**src/rtl/el2_lsu_dccm_sched.sv**
```systemverilog
// el2_lsu_dccm_sched: single-port DCCM scheduler shared by the LSU pipe in D,
// the DMA slave and the store-buffer drain. At most one grant per cycle,
// combinational from the requests and registered starvation counters.
// Optional feature macro: RV_LSU_ARB_STARVE_EN (starvation counters present).
// Without it both counters are tied to 0, so DMA is never forced and the store
// buffer is forced only by stbuf_full.
module el2_lsu_dccm_sched #(
    parameter int unsigned DMA_STARVE_MAX   = 15,
    parameter int unsigned STBUF_STARVE_MAX = 7,
    parameter int unsigned CNT_W            = 4
) (
    input  logic clk,
    input  logic rst,
    input  logic lsu_req_d,
    input  logic dma_req,
    input  logic stbuf_req,
    input  logic stbuf_full,
    output logic lsu_gnt,
    output logic lsu_stall,
    output logic dma_ready,
    output logic stbuf_gnt,
    output logic dccm_arb_active
);

    localparam logic [CNT_W-1:0] DMA_MAX   = CNT_W'(DMA_STARVE_MAX);
    localparam logic [CNT_W-1:0] STBUF_MAX = CNT_W'(STBUF_STARVE_MAX);

    logic [CNT_W-1:0] dma_cnt;
    logic [CNT_W-1:0] stbuf_cnt;
    logic             dma_force;
    logic             stbuf_force;
    logic             active_d;
    logic             active_q;

    // Force conditions; with counters tied to 0 dma_force is constant 0 since MAX >= 1
    always_comb begin
        dma_force   = (dma_cnt == DMA_MAX);
        stbuf_force = stbuf_full | (stbuf_cnt == STBUF_MAX);
    end

    // Fixed-priority grant: forced DMA, forced stbuf, LSU, DMA, stbuf; all off in reset
    always_comb begin
        lsu_gnt   = 1'b0;
        dma_ready = 1'b0;
        stbuf_gnt = 1'b0;
        if (!rst) begin
            if (dma_req && dma_force) begin
                dma_ready = 1'b1;
            end else if (stbuf_req && stbuf_force) begin
                stbuf_gnt = 1'b1;
            end else if (lsu_req_d) begin
                lsu_gnt = 1'b1;
            end else if (dma_req) begin
                dma_ready = 1'b1;
            end else if (stbuf_req) begin
                stbuf_gnt = 1'b1;
            end
        end
        lsu_stall = lsu_req_d & ~lsu_gnt & ~rst;
    end

`ifdef RV_LSU_ARB_STARVE_EN
    logic [CNT_W-1:0] dma_cnt_d;
    logic [CNT_W-1:0] dma_cnt_q;
    logic [CNT_W-1:0] stbuf_cnt_d;
    logic [CNT_W-1:0] stbuf_cnt_q;

    // Starvation counters: count denied cycles, saturate at MAX, clear on grant or drop
    always_comb begin
        dma_cnt_d = dma_cnt_q;
        if (!dma_req || dma_ready) begin
            dma_cnt_d = '0;
        end else if (dma_cnt_q != DMA_MAX) begin
            dma_cnt_d = dma_cnt_q + 1'b1;
        end

        stbuf_cnt_d = stbuf_cnt_q;
        if (!stbuf_req || stbuf_gnt) begin
            stbuf_cnt_d = '0;
        end else if (stbuf_cnt_q != STBUF_MAX) begin
            stbuf_cnt_d = stbuf_cnt_q + 1'b1;
        end
    end

    // Counter registers with synchronous reset
    always_ff @(posedge clk) begin
        if (rst) begin
            dma_cnt_q   <= '0;
            stbuf_cnt_q <= '0;
        end else begin
            dma_cnt_q   <= dma_cnt_d;
            stbuf_cnt_q <= stbuf_cnt_d;
        end
    end

    assign dma_cnt   = dma_cnt_q;
    assign stbuf_cnt = stbuf_cnt_q;
`else
    assign dma_cnt   = '0;
    assign stbuf_cnt = '0;
`endif

    // Activity: any request or any pending starvation count keeps the clock enabled
    always_comb begin
        active_d = lsu_req_d | dma_req | stbuf_req | (dma_cnt != '0) | (stbuf_cnt != '0);
    end

    // Registered activity flag with synchronous reset
    always_ff @(posedge clk) begin
        if (rst) begin
            active_q <= 1'b0;
        end else begin
            active_q <= active_d;
        end
    end

    assign dccm_arb_active = active_q;

endmodule
```
**config.mk**
```make
export PLATFORM = sky130hd
export DESIGN_NAME = el2_lsu_dccm_sched
export DESIGN_NICKNAME = d
export VERILOG_FILES = /design/src/rtl/el2_lsu_dccm_sched.sv
export SDC_FILE = /design/constraint.sdc
export NUM_CORES = 1
export LEC_CHECK = 0
export BUFFER_PORTS_ARGS = -buffer_cell sky130_fd_sc_hd__buf_2
export CORE_AREA = 2 2 39 41
export CTS_BUF_LIST = sky130_fd_sc_hd__clkbuf_8 sky130_fd_sc_hd__clkbuf_16
export CTS_CLUSTER_DIAMETER = 100
export DETAILED_ROUTE_END_ITERATION = 8
export DIE_AREA = 0 0 41 43
export GPL_ROUTABILITY_DRIVEN = 0
export PLACE_DENSITY = 0.34
export SYNTH_ARGS = -nofsm -noshare
export SYNTH_HDL_FRONTEND = slang
export SYNTH_SLANG_ARGS = --single-unit
```
**constraint.sdc**
```tcl
create_clock -name clk -period 0.91 [get_ports clk]
set_input_delay 0.2275 -clock clk [delete_from_list [all_inputs] [get_ports clk]]
set_output_delay 0.2275 -clock clk [all_outputs]
set_load 0.03 [all_outputs]
```
==> flow_metrics.tcl <==
set metrics [dict create \
    max-vdd-ir-drop_mv 0.136 \
    power.share.sequential_pct 30.7 \
    ys_seq_area_share_pct 27.1 \
    synth_area_um2 73.8 \
    core_um2 1380 \
    grt_overflow 0 \
    ant_nets 0 \
    crit_chain "buf_6, o21bai_1, and3b_1, buf_6" \
    synth-edff-count 0 \
    drcViolationCount 0 \
    layout.filler_cells 153 \
    syn_inst 11 \
    start_util_pct 5.33 \
    whs_ns 0.445 \
    yosysTopAreaCell "dfxtp_1" \
    cts_hold_buf 0 \
    slew_viol_final 0 \
    ys_async_sr_fraction_pct 0 \
    synthFlopType "dfxtp_1" \
    fin_crit_sh_pct 112 \
    power_density_nw_per_um2 622 \
    synth_most_common_cell "nor2_1" \
    die_area_um2 1760 \
    yosys.cell_types.count 9 \
    antenna_found_initial 0 \
    avgSynthCellArea_um2 6.71 \
    row_count 14 \
    yosys_warnings 0 \
    path_clk_slew_ns 0 \
    worstPathRequired_ns 0.68 \
    drv_cap 0 \
    synthesis.nets 17 \
    largest_register_ffs 1 \
    drt_pass1_iterations 4 \
    drive_above_1_share_pct 69.2 \
    switchingPower_w 0.0000483 \
    synth_top_area_share_pct 27.1 \
    hold_viol_final 0 \
    internal_power_w 0.000109 \
    drt_wl_total_um 310 \
    syn_to_final_growth_pct 242 \
    max_stage_delay_ns 0.19 \
    final_util_pct 18.3 \
    clock_power_share_pct 0 \
    die_h_um 43 \
    grt_max_degree 5 \
    grt_pass1_vias 129 \
    ys_ff_latch 1 \
    stdcell_count 42 \
    worstMarginPinSlew_ns 0.149 \
    rsz0062_at_grt "yes" \
    synth.area.top_cells "dfxtp_1, nor2_1, and3b_1" \
    setup_tns_ns -0.222 \
    crit_top_cell "buf_6" \
    p_sw_share_pct 30.7 \
    multiInputGateArea_um2 67.6 \
    p_leak_nw 0.125 \
    die_x_um 41 \
    p_total_w 0.000157 \
    fin_crit_ns 1.02 \
    violations "negative setup slack" \
    ioPinCount 11 \
    grt_pass1_wl_um 483 \
    routedWlPerCell_um 7.38 \
    cp_data_arrival_time_ns 0.79 \
    antenna_cells 0 \
    hold_path_class "primary input to register" \
    vias 129 \
    critical-path-slowest-cell "and3b_1" \
    drt-initial-drc-count 1 \
    groute.usage.overall_pct 3.70 \
    crit_fanout 3 \
    final_nets 34 \
    cp-end-kind "output pin" \
    cp-start-kind "primary input" \
    register_area_um2 20.0 \
    status "finished with violations" \
    dp.cells 41 \
    max_freq_mhz 984 \
    io_buffer_count 10 \
    setup_viol 4 \
    viasPerCell 3.07 \
    combPwrFrac_pct 69.3 \
    setup_ws_ns -0.107 \
    slew_headroom_pct 90.0 \
    path_class "primary input to output pin" \
]
## metal layers
layer | routed length [um] | up-vias | GRT usage (%)
li1 | - | 68 | -
met1 | 129 | 48 | 5.71
met2 | 83 | 13 | 4.38
met3 | 97 | 0 | 2.62
met4 | 0 | 0 | 0
met5 | 0 | - | 0
## logic make-up (layout without fill, tap and decap cells)
logic type             Yosys count  after routing  share of synthesized area, %
buffers and inverters            0             15                             0
and+or+nand+nor                  8              8                          55.9
AOI/OAI and AO/OA                2              2                          16.9
DFF                              1              1                          27.1
## area by class of cell
class	instances	share of cell area, %
Multi-Input combinational cell	10	26.7
Tap cell	16	7.92
Sequential cell	1	7.92
Timing Repair Buffer	15	57.4
## worst paths after layout
kind,start,end,slack (ns),depth (start not counted)
worst min-delay path,lsu_req_d,dccm_arb_active$_SDFF_PP0_,0.45,3
worst max-delay path,stbuf_full,stbuf_gnt,-0.11,4
## critical path, delay by kind of cell
kind,cells,cell delay (ns)
AO/OA/AOI/OAI,1,0.13
buffers and inverters,2,0.23
AND/OR/NAND/NOR,1,0.19
## repair_timing
action | in CTS | in global routing
gates cloned | 0 | 0
pin swaps | 2 | 2
setup endpoints to repair | 4 | 4
buffers inserted | 1 | 0
endpoints found under the hold margin | 0 | 0
resized for setup | 14 | 2
## metrics by stage
step	setup WS [ns]	instance area, um2
global placement	-0.168	180
finish	-0.107	253
detailed placement	-0.152	180
global route	-0.135	253
floorplan	-0.0107	80.1
CTS	-0.0937	243
## power by group through the flow
stage	Combinational, W	Clock (W)	Sequential [W]
final	0.000109	0	0.0000483
after floorplan	0.0000301	0	0.0000545
after detailed placement	0.0000781	0	0.0000483
after global placement	0.0000799	0	0.0000483
after global routing	0.000117	0	0.0000486
after CTS	0.000105	0	0.0000483
## cell usage in the layout (no fill, tap or decap), drive strengths merged
| cell type | instances |
|---|---|
| nand2b | 1 |
| and3 | 1 |
| and3b | 1 |
| buf | 15 |
| a21oi | 1 |
| nor3 | 1 |
| o21bai | 1 |
| nor2 | 3 |
| dfxtp | 1 |
| nand2 | 1 |
(Power assumes the default switching activity.)
